**config.mk**
```make
export PLATFORM = sky130hd
export DESIGN_NAME = aes_round_sequencer_flat
export DESIGN_NICKNAME = d
export VERILOG_FILES = /design/src/rtl/aes_round_sequencer_pkg.sv /design/src/rtl/aes_round_sequencer_if.sv /design/src/rtl/aes_round_sequencer_counter.sv /design/src/rtl/aes_round_sequencer.sv /design/src/flat_wrapper.sv
export SDC_FILE = /design/constraint.sdc
export NUM_CORES = 1
export LEC_CHECK = 0
export CAP_MARGIN = 5
export CORE_ASPECT_RATIO = 0.7
export CORE_UTILIZATION = 49
export DETAILED_ROUTE_END_ITERATION = 8
export GPL_ROUTABILITY_DRIVEN = 0
export GPL_TIMING_DRIVEN = 0
export PLACE_DENSITY = 0.86
export SLEW_MARGIN = 20
export SYNTH_ARGS = -nofsm -noshare
export SYNTH_HDL_FRONTEND = slang
export SYNTH_SLANG_ARGS = --single-unit
export TNS_END_PERCENT = 30
```
**constraint.sdc**
```tcl
create_clock -name clk -period 21.2 [get_ports clk]
set_clock_uncertainty 0.1 [all_clocks]
set_input_delay 4.24 -clock clk [delete_from_list [all_inputs] [get_ports clk]]
set_output_delay 4.24 -clock clk [all_outputs]
set_load 0.05 [all_outputs]
```
**src/rtl/aes_round_sequencer_pkg.sv**
```systemverilog
// rtl/aes_round_sequencer_pkg.sv - shared state encoding, round-count constants and column helper
package aes_ctrl_pkg;

  localparam int AES_NR_128 = 10;
  localparam int AES_NR_192 = 12;
  localparam int AES_NR_256 = 14;
  localparam int COLS       = 4;

  typedef enum logic [2:0] {
    ST_IDLE,
    ST_INPUT,
    ST_MID,
    ST_LAST,
    ST_DONE,
    ST_HOLD
  } state_e;

  // Column 0 sits in the most significant word of a block.
  function automatic int col_lsb(input logic [1:0] idx, input int dw);
    return dw * (COLS - 1 - int'(idx));
  endfunction

endpackage

```
**src/rtl/aes_round_sequencer_if.sv**
```systemverilog
// rtl/aes_round_sequencer_if.sv - block-in / result-out valid/ready handshake bundle
interface aes_round_sequencer_if #(
  parameter int DATA_WIDTH = 32
);
  localparam int BW = 4 * DATA_WIDTH;

  logic          in_valid;
  logic          in_ready;
  logic          in_mode;
  logic [BW-1:0] in_block;
  logic          out_valid;
  logic          out_ready;
  logic [BW-1:0] out_block;

  modport master (
    output in_valid, in_mode, in_block, out_ready,
    input  in_ready, out_valid, out_block
  );

  modport slave (
    input  in_valid, in_mode, in_block, out_ready,
    output in_ready, out_valid, out_block
  );
endinterface

```
**src/rtl/aes_round_sequencer_counter.sv**
```systemverilog
// rtl/aes_round_sequencer_counter.sv - column-cycle counter with round counter advancing on wrap
module aes_round_counter
  import aes_ctrl_pkg::*;
#(
  parameter int NR = AES_NR_128
) (
  input  logic       clk,
  input  logic       rst,
  input  logic       clear_i,
  input  logic       en_i,
  output logic [1:0] cycle_o,
  output logic [3:0] round_o,
  output logic       wrap_o,
  output logic       mid_end_o
);

  logic [1:0] cycle_q, cycle_d;
  logic [3:0] round_q, round_d;

  always_comb begin
    cycle_d = cycle_q;
    round_d = round_q;
    if (clear_i) begin
      cycle_d = '0;
      round_d = '0;
    end else if (en_i) begin
      cycle_d = cycle_q + 2'd1;
      if (cycle_q == 2'd3) round_d = round_q + 4'd1;
    end
  end

  always_ff @(posedge clk or posedge rst) begin
    if (rst) begin
      cycle_q <= '0;
      round_q <= '0;
    end else begin
      cycle_q <= cycle_d;
      round_q <= round_d;
    end
  end

  assign cycle_o   = cycle_q;
  assign round_o   = round_q;
  assign wrap_o    = en_i && (cycle_q == 2'd3);
  assign mid_end_o = (round_q == 4'(NR - 1));

endmodule

```
**src/rtl/aes_round_sequencer.sv**
```systemverilog
// rtl/aes_round_sequencer.sv - sequences the column-serial AES datapath through its rounds
module aes_round_sequencer
  import aes_ctrl_pkg::*;
#(
  parameter int NR         = AES_NR_128,
  parameter int DATA_WIDTH = 32
) (
  input  logic                    clk,
  input  logic                    rst,
  aes_round_sequencer_if.slave    bus,
  output logic [3:0]              key_round_o,
  output logic [1:0]              key_word_o,
  input  logic [DATA_WIDTH-1:0]   key_data_i,
  output logic [1:0]              count_cycle_o,
  output logic                    mode_o,
  output logic                    input_round_o,
  output logic                    last_round_o,
  output logic                    done_round_o,
  output logic                    idle_round_o,
  output logic [DATA_WIDTH-1:0]   input_data_o,
  output logic [DATA_WIDTH-1:0]   round_key_o,
  input  logic [DATA_WIDTH-1:0]   dp_output_i
);

  localparam int BW = COLS * DATA_WIDTH;

  if (NR != AES_NR_128 && NR != AES_NR_192 && NR != AES_NR_256) begin : g_nr_check
    $error("aes_round_sequencer: NR must be 10, 12 or 14");
  end

  state_e        state_q, state_d;
  logic [BW-1:0] blk_q, out_block_q;
  logic          mode_q;
  logic          accept, busy, wrap, mid_end;
  logic [1:0]    cycle;
  logic [3:0]    round;

  aes_round_counter #(.NR(NR)) u_cnt (
    .clk       (clk),
    .rst       (rst),
    .clear_i   (accept),
    .en_i      (busy),
    .cycle_o   (cycle),
    .round_o   (round),
    .wrap_o    (wrap),
    .mid_end_o (mid_end)
  );

  assign busy = (state_q == ST_INPUT) || (state_q == ST_MID) ||
                (state_q == ST_LAST)  || (state_q == ST_DONE);

  always_comb begin
    state_d = state_q;
    accept  = 1'b0;
    case (state_q)
      ST_IDLE:  if (bus.in_valid) begin
                  accept  = 1'b1;
                  state_d = ST_INPUT;
                end
      ST_INPUT: if (wrap) state_d = ST_MID;
      ST_MID:   if (wrap && mid_end) state_d = ST_LAST;
      ST_LAST:  if (wrap) state_d = ST_DONE;
      ST_DONE:  if (wrap) state_d = ST_HOLD;
      ST_HOLD:  if (bus.out_ready) state_d = ST_IDLE;
      default:  state_d = ST_IDLE;
    endcase
  end

  always_ff @(posedge clk or posedge rst) begin
    if (rst) begin
      state_q     <= ST_IDLE;
      blk_q       <= '0;
      mode_q      <= 1'b0;
      out_block_q <= '0;
    end else begin
      state_q <= state_d;
      if (accept) begin
        blk_q  <= bus.in_block;
        mode_q <= bus.in_mode;
      end
      if (state_q == ST_DONE)
        out_block_q[col_lsb(cycle, DATA_WIDTH) +: DATA_WIDTH] <= dp_output_i;
    end
  end

  // Decryption walks the key schedule backwards: round r uses key NR-r.
  always_comb begin
    key_round_o = '0;
    if (state_q == ST_INPUT || state_q == ST_MID || state_q == ST_LAST)
      key_round_o = mode_q ? round : (4'(NR) - round);
  end

  assign key_word_o    = cycle;
  assign round_key_o   = key_data_i;
  assign count_cycle_o = cycle;
  assign mode_o        = mode_q;
  assign input_round_o = (state_q == ST_INPUT);
  assign last_round_o  = (state_q == ST_LAST);
  assign done_round_o  = (state_q == ST_DONE);
  assign idle_round_o  = (state_q == ST_IDLE) || (state_q == ST_HOLD);
  assign input_data_o  = (state_q == ST_INPUT) ? blk_q[col_lsb(cycle, DATA_WIDTH) +: DATA_WIDTH] : '0;

  assign bus.in_ready  = (state_q == ST_IDLE);
  assign bus.out_valid = (state_q == ST_HOLD);
  assign bus.out_block = out_block_q;

endmodule

```
**src/flat_wrapper.sv**
```systemverilog
// flat-port wrapper written by rule: the top's interface ports become plain ports
module aes_round_sequencer_flat import aes_ctrl_pkg::*;
#(
  parameter int NR         = AES_NR_128,
  parameter int DATA_WIDTH = 32
)
  (clk, rst, key_round_o, key_word_o, key_data_i, count_cycle_o, mode_o, input_round_o, last_round_o, done_round_o, idle_round_o, input_data_o, round_key_o, dp_output_i, bus_in_valid, bus_in_mode, bus_in_block, bus_out_ready, bus_in_ready, bus_out_valid, bus_out_block);
  aes_round_sequencer_if #(.DATA_WIDTH(DATA_WIDTH)) bus_i ();
  input  logic clk;
  input  logic rst;
  output logic [3:0] key_round_o;
  output logic [1:0] key_word_o;
  input  logic [DATA_WIDTH-1:0] key_data_i;
  output logic [1:0] count_cycle_o;
  output logic mode_o;
  output logic input_round_o;
  output logic last_round_o;
  output logic done_round_o;
  output logic idle_round_o;
  output logic [DATA_WIDTH-1:0] input_data_o;
  output logic [DATA_WIDTH-1:0] round_key_o;
  input  logic [DATA_WIDTH-1:0] dp_output_i;
  input wire logic [$bits(bus_i.in_valid)-1:0] bus_in_valid;
  input wire logic [$bits(bus_i.in_mode)-1:0] bus_in_mode;
  input wire logic [$bits(bus_i.in_block)-1:0] bus_in_block;
  input wire logic [$bits(bus_i.out_ready)-1:0] bus_out_ready;
  output wire logic [$bits(bus_i.in_ready)-1:0] bus_in_ready;
  output wire logic [$bits(bus_i.out_valid)-1:0] bus_out_valid;
  output wire logic [$bits(bus_i.out_block)-1:0] bus_out_block;
  assign bus_i.in_valid = bus_in_valid;
  assign bus_i.in_mode = bus_in_mode;
  assign bus_i.in_block = bus_in_block;
  assign bus_i.out_ready = bus_out_ready;
  assign bus_in_ready = bus_i.in_ready;
  assign bus_out_valid = bus_i.out_valid;
  assign bus_out_block = bus_i.out_block;
  aes_round_sequencer #(.NR(NR), .DATA_WIDTH(DATA_WIDTH)) u_core (.clk(clk), .rst(rst), .bus(bus_i), .key_round_o(key_round_o), .key_word_o(key_word_o), .key_data_i(key_data_i), .count_cycle_o(count_cycle_o), .mode_o(mode_o), .input_round_o(input_round_o), .last_round_o(last_round_o), .done_round_o(done_round_o), .idle_round_o(idle_round_o), .input_data_o(input_data_o), .round_key_o(round_key_o), .dp_output_i(dp_output_i));
endmodule
```
# Yosys cells after proc, flatten, opt, wreduce, memory -nomap -nowiden
# Index checks and enable logic that the tools add are counted.
# totals
regBits	266
input_bits	197
output_inout_bits	207
wordCells	56
# op_classes
add_sub_neg	5
n_eq_ne	13
shifts	3
n_mux	18
reduce_logical	11
# op_table
op	count
$bwmux W128	1
$shift A32 B33 Y128 const A	1
$shiftx A128 B32 Y32	1
$shiftx A32 B33 Y128	1
$neg A32 Y33	1
$mux W32	1
$mux W4	5
$mux W3	6
$pmux W3 S6	1
$eq A3 B2 Y1 const B	2
$eq A3 B3 Y1 const B	2
$ne A2 B1 Y1 const B	3
$ne A2 B2 Y1 const B	3
$reduce_and A6 Y1	1
$add A4 B1 Y4 const B	1
$eq A4 B4 Y1 const B	1
$logic_or A1 B1 Y1	4
$mux W2	2
$reduce_bool A2 Y1	2
$sub A4 B4 Y4 const A	1
$eq A3 B1 Y1 const B	1
$logic_not A3 Y1	1
$sub A2 B2 Y3 const A	1
$add A2 B1 Y2 const B	1
other kinds (4)	6

# Depth between registers and ports, before layout
# Gate-level depths: netlist (run 1).
# depth
ltp_word	8
mapped_depth	11
depth_no_buf	6

# By module
# Synthesis (run 1) repeated with hierarchy kept, for this count alone.
# unflattened
hier_cells	755
area_unflattened_um2	11813.8
# modules_own_cells
module	n_inst	cells_each	area_per_inst_um2	seq_area_each_um2
aes_round_sequencer	1	726	11509.8	6506.2
aes_round_counter	1	29	304.0	150.1

# Least setup slack after synthesis (run 1)
# OpenSTA, ideal clock, no wires.
# synth_timing
path_type	input-to-output
startpoint	in key_data_i[0]
endpoint	out round_key_o[0]
arrival_time_ns	4.410
required_ns	16.860
slack_ns	12.450
stages	1
path_buffers	1
path_cell_list	buf_4
# synth_lines
item	line	rtl
start, declared	flat_wrapper.sv:13	input logic [DATA_WIDTH-1:0] key_data_i;
end, declared	flat_wrapper.sv:21	output logic [DATA_WIDTH-1:0] round_key_o;
# No word-level cell between the ends.

# Final worst setup path (run 1)
# layout_timing
startpoint	in key_data_i[15]
endpoint	out round_key_o[15]
# No word-level cell between the ends.

==> flow_metrics.py, run 1 <==
metrics = {
    "pwr": {
        "seqPwrFrac": 0.298,
        "ir_worst_vdd_uv": 124,
        "fin_total_pwr_mw": 2.97,
        "leakagePower_nw": 7.98,
        "internal_power_mw": 1.61,
        "power.share.clock": 0.176,
        "sw_frac_of_total": 0.460,
        "p_sw_mw": 1.37,
        "power_frac_comb": 0.526,
        "power_per_cell_area_nw_per_um2": 177,
    },
    "critical_path": {
        "required_ns": 16.86,
        "reg2reg_from": "u_core.u_cnt.cycle_o[1]",
        "worst_setup_path_startpoint": "key_data_i[15]",
        "critPathCaptureType": "primary output",
        "timing_worst_setup_path_type": "in2out",
        "crit_path_launch_type": "input pin",
        "timing.critical_path.arrival_ns": 5.14,
        "reg2regPathDepth": 11,
        "crit_path_cell_trace": "buf_4 -> clkdlybuf4s50_1",
        "path_buf_inv": 2,
        "crit_cells": 2,
        "timing.critical_path.fanout_max": 1,
        "regToRegEndpoint": "u_core.bus.out_block[26]",
        "cpLargestDelayFamily": "buffers and inverters",
        "max_stage_delay_ns": 0.82,
        "setup.worst_path.end": "round_key_o[15]",
        "setup.reg_to_reg.worst_slack_ns": 17.68,
        "timing.critical_path.slowest_stage_cell": "sky130_fd_sc_hd__clkdlybuf4s50_1",
    },
    "yosys": {
        "ys_async_sr_fraction": 1.00,
        "synth.distinct_cells": 35,
        "syn_area_per_cell_um2": 9.52,
        "syn-num-nets": 1433,
        "synth-main-ff-cell": "sky130_fd_sc_hd__dfrtp_1",
        "synth_top_cell_by_area": "sky130_fd_sc_hd__dfrtp_1",
        "synth_warnings": 0,
        "syn_inst": 1229,
        "ys_seq_elements": 266,
        "ys_seq_area_frac": 0.569,
        "netlist_area_um2": 11700,
        "synth_area_leaders": "sky130_fd_sc_hd__dfrtp_1 (57%), sky130_fd_sc_hd__nand2_1 (19%), sky130_fd_sc_hd__mux4_2 (6.2%), sky130_fd_sc_hd__o21ai_0 (4.4%), sky130_fd_sc_hd__a22o_1 (2.4%)",
        "synth_edf_count": 0,
        "synth.top_cell.area_share": 0.569,
    },
    "clock_tree": {
        "cts.path.max_buffers": 3,
        "ctsHtreeMaxLevel": 1,
        "cts_root_buf": "sky130_fd_sc_hd__clkbuf_16",
        "post_cts_buffers": 0,
        "cts_tree": "done",
        "postCtsResizedCells": 0,
        "numCtsBuffers": 26,
        "cts_hold_buffers": 0,
        "clock_sinks": 266,
        "insertion_delay_ns": 0.52,
        "clk_pin_slew_worst_paths_ns": 0.06,
    },
    "sta": {
        "maxSlewViolCount": 0,
        "period_share": 0.447,
        "timing.final.setup_violations": 0,
        "setup_repair_after_global_routing_missed_its_margin": "no",
        "max-slew-margin-rel": 0.467,
        "max_freq_mhz": 105,
        "timing_worst_slew_pin_value_ns": 0.794,
        "hold_viol": 0,
        "setup_total_negative_slack_ns": 0,
        "timing.final.crit_period_ns": 9.48,
    },
    "grt": {
        "grt_util_met1": 0.438,
        "pin_count_of_the_biggest_net_entering_global_routing": 106,
        "number_of_antenna_violations_at_the_first_check_in_global_routing": 0,
        "grt_pass1_vias": 11000,
        "gr-usage-met2": 0.485,
        "global_route.overflow_total": 0,
        "grt.met3_usage": 0.0702,
        "grt_usage": 0.315,
        "grt_first_pass_wirelength_um": 60600,
        "busiest_layer": "met2",
    },
    "routing": {
        "routedWlPerCell_um": 19.5,
        "route.detailed.drc": 0,
        "detail_route.wirelength_um": 38300,
        "ant_nets_after_route": 0,
        "drt_first_pass_iters": 5,
        "first_iter_violations": 799,
        "via_count": 10700,
        "route.detailed.vias_per_inst": 5.44,
    },
    "placement": {
        "placed_area_um2": 15900,
        "place_hpwl_um": 28100,
        "port-buffer-count": 371,
        "dp.cells": 1914,
    },
    "floorplanning": {
        "core_region_um2": 23000,
        "dieArea_um2": 24500,
        "fp.dieW_um": 187,
        "placement_rows": 46,
        "starting_utilization_of_the_core_area": 0.508,
        "num_io_pins": 404,
        "fp.dieH_um": 131,
    },
    "cells_and_area": {
        "final_cell_area_um2": 16800,
        "antenna_cells_inserted": 0,
        "share_of_cells_above_drive_strength_1": 0.0952,
        "fill_cells": 1621,
        "post_layout_nonfiller_instances": 1962,
        "layout.nets": 1834,
        "multi_input_area_um2": 4320,
        "ff_latch_area_um2": 6660,
        "final_core_utilization": 0.731,
        "area.growth.synth_to_final_pct": 43.9,
    },
    "run_status": {
        "status": "finished clean",
    },
    "worst_hold_path": {
        "min_path_type": "reg2reg",
    },
    "run": {
        "maxCapViolCount": 0,
    },
}
[power by group through the flow]
stage / Sequential [mW] / Clock, mW / Combinational [mW]
2_1_floorplan: 1.24 / 0 / 0.647
3_3_place_gp: 0.873 / 0 / 1.51
3_5_place_dp: 0.884 / 0 / 1.55
4_1_cts: 0.881 / 0.526 / 1.57
5_1_grt: 0.908 / 0.547 / 1.66
6_report: 0.886 / 0.522 / 1.56
[Yosys cell counts (2+ instances only)]
cell type,number
sky130_fd_sc_hd__dfrtp_1,266
sky130_fd_sc_hd__o31ai_1,3
sky130_fd_sc_hd__inv_1,8
sky130_fd_sc_hd__mux2i_1,2
sky130_fd_sc_hd__clkbuf_1,40
sky130_fd_sc_hd__a22o_1,32
sky130_fd_sc_hd__buf_4,35
sky130_fd_sc_hd__nor3_1,3
sky130_fd_sc_hd__nand2_1,588
sky130_fd_sc_hd__mux4_2,32
sky130_fd_sc_hd__nor2_1,8
sky130_fd_sc_hd__ha_1,7
sky130_fd_sc_hd__nor2b_1,3
sky130_fd_sc_hd__or3_1,2
sky130_fd_sc_hd__and3_1,34
sky130_fd_sc_hd__buf_6,11
sky130_fd_sc_hd__nand3_1,5
sky130_fd_sc_hd__buf_2,30
sky130_fd_sc_hd__xnor2_1,3
sky130_fd_sc_hd__o21ai_0,102
[logic make-up after synthesis]
group | share of synthesized area
flip-flops | 0.569
buffers and inverters | 0.0616
AO/OA/AOI/OAI | 0.0746
multiplexers | 0.0633
XOR/XNOR | 0.00225
AND/OR/NAND/NOR | 0.222
adder cells (fa/ha/maj) | 0.00749
[registers in the layout, indices dropped and copies added, names as in the netlist]
signal / count
u_core.bus.out_block: 128
u_core.mode_o: 1
u_core.u_cnt.round_o: 4
u_core.state_q: 3
u_core.blk_q: 128
u_core.u_cnt.cycle_o: 2
[how the worst min path moves through the flow]
stage | start | end | slack (ns) | cells after the start
after floorplan | u_core.blk_q[48] | u_core.blk_q[48] | 0.34 | 2
after global placement | u_core.blk_q[90] | u_core.blk_q[90] | 0.35 | 2
after detailed placement | u_core.blk_q[57] | u_core.blk_q[57] | 0.36 | 2
after CTS | u_core.blk_q[57] | u_core.blk_q[57] | 0.37 | 2
after global routing | u_core.bus.out_block[125] | u_core.bus.out_block[125] | 0.40 | 2
final | u_core.bus.out_block[114] | u_core.bus.out_block[114] | 0.38 | 2
[area by class of cell]
| class | count | share of cell area |
|---|---|---|
| Multi-Input combinational cell | 838 | 0.257 |
| Tap cell | 312 | 0.0232 |
| Timing Repair Buffer | 373 | 0.224 |
| Buffer | 116 | 0.0408 |
| Clock buffer | 38 | 0.0450 |
| Inverter | 9 | 0.00245 |
| Clock inverter | 10 | 0.0123 |
| Sequential cell | 266 | 0.396 |
[per-layer routing]
| metal | share of wire | wire, µm |
|---|---|---|
| met1 | 0.42 | 16000 |
| met5 | 0 | 0 |
| met4 | 0.040 | 1520 |
| met2 | 0.46 | 17400 |
| met3 | 0.087 | 3340 |
[cells in the final DEF, fill, tap and decap left out, types with 3 or more instances in the layout]
cell,n
sky130_fd_sc_hd__nand2_1,588
sky130_fd_sc_hd__clkdlybuf4s50_1,371
sky130_fd_sc_hd__dfrtp_1,266
sky130_fd_sc_hd__o21ai_0,102
sky130_fd_sc_hd__clkbuf_1,47
sky130_fd_sc_hd__buf_4,35
sky130_fd_sc_hd__and3_1,34
sky130_fd_sc_hd__mux4_2,32
sky130_fd_sc_hd__a22o_1,32
sky130_fd_sc_hd__buf_2,30
sky130_fd_sc_hd__clkbuf_16,27
sky130_fd_sc_hd__buf_6,11
sky130_fd_sc_hd__nor2_1,8
sky130_fd_sc_hd__inv_1,7
sky130_fd_sc_hd__ha_1,7
sky130_fd_sc_hd__bufinv_16,6
sky130_fd_sc_hd__nand3_1,5
sky130_fd_sc_hd__clkbuf_8,4
sky130_fd_sc_hd__nor3_1,3
sky130_fd_sc_hd__nor2b_1,3
sky130_fd_sc_hd__xnor2_1,3
sky130_fd_sc_hd__o31ai_1,3
[tightest hold or removal path, cell delays in order (launching register included)]
cell                      delay, ns
sky130_fd_sc_hd__dfrtp_1       0.34
sky130_fd_sc_hd__nand2_1       0.05
sky130_fd_sc_hd__o21ai_0       0.06
[through the flow]
step | setup WS, ns | hold slack (ns)
floorplan | 9.53 | 0.340
global placement | 6.41 | 0.354
detailed placement | 11.73 | 0.359
CTS | 11.73 | 0.374
global route | 11.72 | 0.398
finish | 11.72 | 0.376
No activity file was read; power rests on OpenSTA's default activity.
==> run 2: changes to the inputs <==
Settings changed: CORE_UTILIZATION 49 to 46, PLACE_DENSITY 0.86 to 0.81.
Clock period 21.2 ns to 9.62 ns, I/O delays scaled along.
==> run 2 against run 1 <==
Against the previous run:
- the run now ends with DRC left
- flip-flop and latch count unchanged
- design area is 0.18% lower
- largest cell class unchanged
- wire length rose by 1.7%
- sequential share of layout area grew 0.071 points
- die area increased by 6.4%
- critical path depth grew 3
- highest routed layer unchanged
- clock power up 110%
- critical endpoint is now input_data_o[28]
- register-to-register slack worse by 12 ns
- final cell count increased by 0.66%
- sequential power rose by 120%
==> flow_metrics.py, run 2 (same netlist as run 1, synthesis figures left out) <==
metrics = {
    "run_status": {
        "status": "finished, violations left",
        "violations_in_the_final_reports": "DRC",
    },
    "clock_tree": {
        "postCtsResizedCells": 0,
        "numCtsBuffers": 26,
        "post_cts_buffers": 0,
        "ctsHtreeMaxLevel": 1,
        "clock_sinks": 266,
        "cts_tree": "done",
        "cts_root_buf": "sky130_fd_sc_hd__clkbuf_16",
        "clk_pin_slew_worst_paths_ns": 0.06,
        "insertion_delay_ns": 0.53,
        "cts_hold_buffers": 0,
        "cts.path.max_buffers": 3,
    },
    "floorplanning": {
        "starting_utilization_of_the_core_area": 0.471,
        "fp.dieW_um": 193,
        "dieArea_um2": 26100,
        "core_region_um2": 24800,
        "fp.dieH_um": 135,
        "num_io_pins": 404,
        "placement_rows": 48,
    },
    "placement": {
        "place_hpwl_um": 28400,
        "preCtsSetupSlack_ns": 4.78,
        "port-buffer-count": 371,
    },
    "grt": {
        "grt_first_pass_wirelength_um": 59200,
        "grt_pass1_vias": 10600,
        "grt_usage": 0.300,
        "number_of_antenna_violations_at_the_first_check_in_global_routing": 1,
        "global_route.overflow_total": 0,
        "pin_count_of_the_biggest_net_entering_global_routing": 105,
    },
    "sta": {
        "timing.final.crit_period_ns": 5.42,
        "setup_repair_after_global_routing_missed_its_margin": "no",
        "postLayoutSetupSlackWorst_ns": 4.20,
        "timing_worst_slew_pin_value_ns": 0.648,
        "max_freq_mhz": 184,
        "maxSlewViolCount": 0,
        "period_share": 0.564,
        "timing.final.setup_violations": 0,
        "hold_viol": 0,
        "max-slew-margin-rel": 0.565,
    },
    "critical_path": {
        "path_common_cell": "sky130_fd_sc_hd__clkbuf_1",
        "timing_worst_setup_path_type": "reg2out",
        "timing.critical_path.slowest_stage_cell": "sky130_fd_sc_hd__clkdlybuf4s50_1",
        "regToRegEndpoint": "u_core.bus.out_block[11]",
        "critPathCaptureType": "primary output",
        "required_ns": 7.60,
        "crit_path_launch_type": "register",
        "timing.critical_path.arrival_ns": 3.40,
        "reg2reg_from": "u_core.u_cnt.cycle_o[1]",
        "setup.reg_to_reg.worst_slack_ns": 6.10,
        "reg2regPathDepth": 11,
        "timing.critical_path.fanout_max": 10,
        "max_stage_delay_ns": 0.82,
        "crit_path_cell_trace": "clkbuf_1 -> nor2b_1 -> clkbuf_1 -> and3_1 -> clkdlybuf4s50_1",
    },
    "cells_and_area": {
        "layout.nets": 1834,
        "area.growth.synth_to_final_pct": 43.6,
        "layout_commonest_cell": "sky130_fd_sc_hd__nand2_1",
        "layout.cells.most_common_list": "sky130_fd_sc_hd__nand2_1 (588), sky130_fd_sc_hd__clkdlybuf4s50_1 (371), sky130_fd_sc_hd__dfrtp_1 (266)",
        "share_of_cells_above_drive_strength_1": 0.0958,
    },
    "pwr": {
        "ir_worst_vdd_uv": 283,
        "fin_total_pwr_mw": 6.49,
        "leakagePower_nw": 7.96,
        "power_per_cell_area_nw_per_um2": 386,
    },
    "worst_hold_path": {
        "timing.hold.worst_path_depth": 2,
        "hold_worst_path_end": "u_core.blk_q[69]",
        "min_path_type": "reg2reg",
        "min_from": "u_core.blk_q[69]",
    },
    "routing": {
        "routedWlPerCell_um": 19.7,
        "ant_nets_after_route": 0,
        "first_iter_violations": 891,
        "detail_route.wirelength_um": 38900,
        "route.detailed.vias_per_inst": 5.38,
        "route.detailed.drc": 32,
        "via_count": 10600,
        "drt_first_pass_iters": 7,
    },
    "run": {
        "maxCapViolCount": 0,
    },
}
-- run 2: changes by cell type in the layout (fill, tap and decap cells not counted) --
cell / delta
sky130_fd_sc_hd__clkbuf_8: +4
sky130_fd_sc_hd__bufinv_16: -3
sky130_fd_sc_hd__clkbuf_1: -2
sky130_fd_sc_hd__clkinv_2: +2
sky130_fd_sc_hd__clkinvlp_4: -1
sky130_fd_sc_hd__diode_2: +1
sky130_fd_sc_hd__inv_6: -1
-- run 2: metal layers --
metal / vias up / share of wire / global-route usage
met4: 0 / 0.037 / 0.122
met1: 5201 / 0.42 / 0.428
met2: 563 / 0.44 / 0.446
met3: 98 / 0.094 / 0.0642
met5: - / 0 / 0
li1: 4768 / - / -
-- run 2: cell type report --
class,count,area (µm²)
antenna,1,2.50
buffer,116,687
clock buffer,40,805
clock inverter,7,110
fill,1901,8010
inverter,9,41.3
multi-input combinational,838,4320
sequential,266,6660
tap,325,407
timing repair buffer,373,3770
-- run 2: worst max path at each step --
stage / start / depth (start not counted) / endpoint / slack [ns]
floorplan: rst / 1 / u_core.blk_q[0] / 0.27
global placement: rst / 2 / u_core.blk_q[49] / -2.93
detailed placement: key_data_i[4] / 2 / round_key_o[4] / 4.78
CTS: u_core.u_cnt.cycle_o[0] / 6 / input_data_o[13] / 4.21
global route: u_core.state_q[0] / 5 / input_data_o[26] / 4.04
finish: u_core.state_q[0] / 5 / input_data_o[28] / 4.20
-- run 2: metrics by stage --
step / hold WS [ns] / area, µm² / TNS, ns / std cells / util
floorplan: 0.340 / 11700 / 0 / 1229 / -
global placement: 0.353 / 15800 / -771.47 / 1925 / 0.638
detailed placement: 0.359 / 15900 / 0 / 1927 / 0.640
CTS: 0.374 / 16800 / 0 / 1974 / 0.677
global route: 0.391 / 16800 / 0 / 1975 / 0.677
finish: 0.375 / 16800 / 0 / 1975 / 0.677
-- run 2: report_power, final --
part / internal [mW] / switching (mW)
combinational: 1.20 / 2.24
sequential: 1.63 / 0.326
clock: 0.653 / 0.438
-- run 2: critical path: cells and delay by family, from the launching register on --
kind / cells / cell delay [ns]
flip-flops: 1 / 0.37
buffers and inverters: 3 / 1.66
AND/OR/NAND/NOR: 2 / 0.84
==> run 3: changes to the inputs <==
Settings changed: CORE_UTILIZATION 46 to 41, PLACE_DENSITY 0.81 to 0.76.
Clock period 9.62 ns to 4.75 ns, I/O delays scaled along.
==> run 3 against run 2 <==
Against the previous run:
- the run now ends clean
- sequential share of layout area down 0.32 points
- flip-flop and latch count unchanged
- register-to-register slack worse by 4.8 ns
- core utilization down 7.1 points
- first-iteration DRC count down 6.7%
- design area up 0.82%
- global-route usage down 3.9 points
- setup slack worse by 4.0 ns
- clock power up 94%
- critical endpoint is now input_data_o[27]
==> flow_metrics.py, run 3 (same netlist as run 1, synthesis figures left out) <==
metrics = {
    "routing": {
        "drt_first_pass_iters": 5,
        "detail_route.wirelength_um": 38200,
        "ant_nets_after_route": 0,
        "route.detailed.vias_per_inst": 5.09,
        "routedWlPerCell_um": 18.8,
        "route.detailed.drc": 0,
        "first_iter_violations": 831,
        "via_count": 10300,
    },
    "clock_tree": {
        "cts.path.max_buffers": 3,
        "cts_tree": "done",
        "cts_root_buf": "sky130_fd_sc_hd__clkbuf_16",
        "ctsHtreeMaxLevel": 1,
        "post_cts_buffers": 0,
        "clock_sinks": 266,
        "postCtsResizedCells": 0,
        "clk_pin_slew_worst_paths_ns": 0.06,
        "cts_hold_buffers": 0,
        "insertion_delay_ns": 0.53,
        "numCtsBuffers": 27,
    },
    "critical_path": {
        "setup.reg_to_reg.worst_slack_ns": 1.28,
        "critPathCaptureType": "primary output",
        "timing.critical_path.slowest_stage_cell": "sky130_fd_sc_hd__clkdlybuf4s50_1",
        "timing.critical_path.fanout_max": 10,
        "crit_path_cell_trace": "clkbuf_1 -> nor2b_1 -> clkbuf_1 -> and3_1 -> clkdlybuf4s50_1",
        "timing.critical_path.arrival_ns": 3.54,
        "required_ns": 3.70,
        "max_stage_delay_ns": 0.82,
        "timing_worst_setup_path_type": "reg2out",
        "crit_path_launch_type": "register",
        "path_common_cell": "sky130_fd_sc_hd__clkbuf_1",
    },
    "sta": {
        "maxSlewViolCount": 0,
        "max-slew-margin-rel": 0.510,
        "setup_total_negative_slack_ns": 0,
        "timing_worst_slew_pin_value_ns": 0.733,
        "timing.final.crit_period_ns": 4.59,
        "hold_viol": 0,
        "max_freq_mhz": 218,
        "period_share": 0.967,
        "holdWs_ns": 0.372,
        "setup_repair_after_global_routing_missed_its_margin": "no",
        "timing.final.setup_violations": 0,
    },
    "run_status": {
        "status": "finished clean",
    },
    "pwr": {
        "fin_total_pwr_mw": 13.0,
        "power_per_cell_area_nw_per_um2": 768,
        "ir_worst_vdd_uv": 454,
        "leakagePower_nw": 8.00,
    },
    "placement": {
        "port-buffer-count": 371,
        "placed_area_um2": 16100,
        "place_hpwl_um": 28700,
        "dp.cells": 1980,
    },
    "grt": {
        "grt.met3_usage": 0.0469,
        "pin_count_of_the_biggest_net_entering_global_routing": 34,
        "grt_pass1_vias": 10300,
        "gr-usage-met2": 0.392,
        "grt_usage": 0.261,
        "grt_first_pass_wirelength_um": 58600,
        "grt_util_met1": 0.392,
        "number_of_antenna_violations_at_the_first_check_in_global_routing": 1,
        "busiest_layer": "met1",
        "global_route.overflow_total": 0,
    },
    "floorplanning": {
        "num_io_pins": 404,
        "fp.dieH_um": 143,
        "dieArea_um2": 29200,
        "placement_rows": 51,
        "starting_utilization_of_the_core_area": 0.418,
        "core_region_um2": 27900,
        "fp.dieW_um": 204,
    },
    "cells_and_area": {
        "final_cell_area_um2": 16900,
        "layout.nets": 1842,
        "post_layout_nonfiller_instances": 2026,
        "layout_commonest_cell": "sky130_fd_sc_hd__nand2_1",
        "share_of_cells_above_drive_strength_1": 0.0992,
        "layout.cells.most_common_list": "sky130_fd_sc_hd__nand2_1 (588), sky130_fd_sc_hd__clkdlybuf4s50_1 (371), sky130_fd_sc_hd__dfrtp_1 (266)",
        "area.growth.synth_to_final_pct": 44.8,
    },
    "run": {
        "maxCapViolCount": 0,
    },
    "worst_hold_path": {
        "min_path_type": "reg2reg",
    },
}
==> run 3: changes by cell type in the layout (fill, tap and decap cells not counted), sizes merged <==
cell      delta
buf          +7
clkbuf       -4
clkinv       +3
bufinv       -1
clkinvlp     +1
inv          -1
==> run 3: metrics by stage <==
step / setup slack, ns / util
2_1_floorplan: 0.189 / -
3_3_place_gp: -1.76 / 0.568
3_5_place_dp: 0.761 / 0.575
4_1_cts: 0.177 / 0.606
5_1_grt: 0.0406 / 0.606
6_report: 0.158 / 0.606
==> run 3: critical path, delay by kind of cell, from the launching register on <==
family / cells / cell delay, ns
flip-flops: 1 / 0.38
AND/OR/NAND/NOR: 2 / 0.95
buffers and inverters: 3 / 1.67
==> run 3: power by group <==
group          internal (mW)  leakage [nW]  switching [mW]  total [mW]
Clock                   1.22         0.429           0.899        2.12
Combinational           2.44          4.29            4.51        6.95
Sequential              3.30          3.28           0.629        3.93
==> run 3: path summary, 6_finish.rpt <==
kind / endpoint / startpoint / cells past startpoint
worst max-delay path: input_data_o[27] / u_core.state_q[0] / 5
worst min-delay path: u_core.blk_q[52] / u_core.blk_q[52] / 2
worst max register to register: u_core.bus.out_block[22] / u_core.u_cnt.cycle_o[1] / 11
worst min register to register: u_core.blk_q[52] / u_core.blk_q[52] / 2
max in group asynchronous: u_core.blk_q[18] / rst / 7
min in group asynchronous: u_core.blk_q[66] / rst / 2
==> run 3: routing by layer <==
layer / vias up / part of all wire
met4: 0 / 0.020
li1: 4771 / -
met1: 5112 / 0.46
met2: 384 / 0.45
met3: 52 / 0.072
met5: - / 0
==> run 3: final cells by class <==
cell class | instances | area [µm²]
fillers | 2380 | 11000
flip-flops and latches | 266 | 6660
multi-input cells | 838 | 4320
repair buffers | 380 | 3910
clock buffers | 36 | 759
plain buffers | 116 | 687
well taps | 371 | 464
clock inverters | 9 | 98.8
inverters | 9 | 37.5
diodes | 1 | 2.50
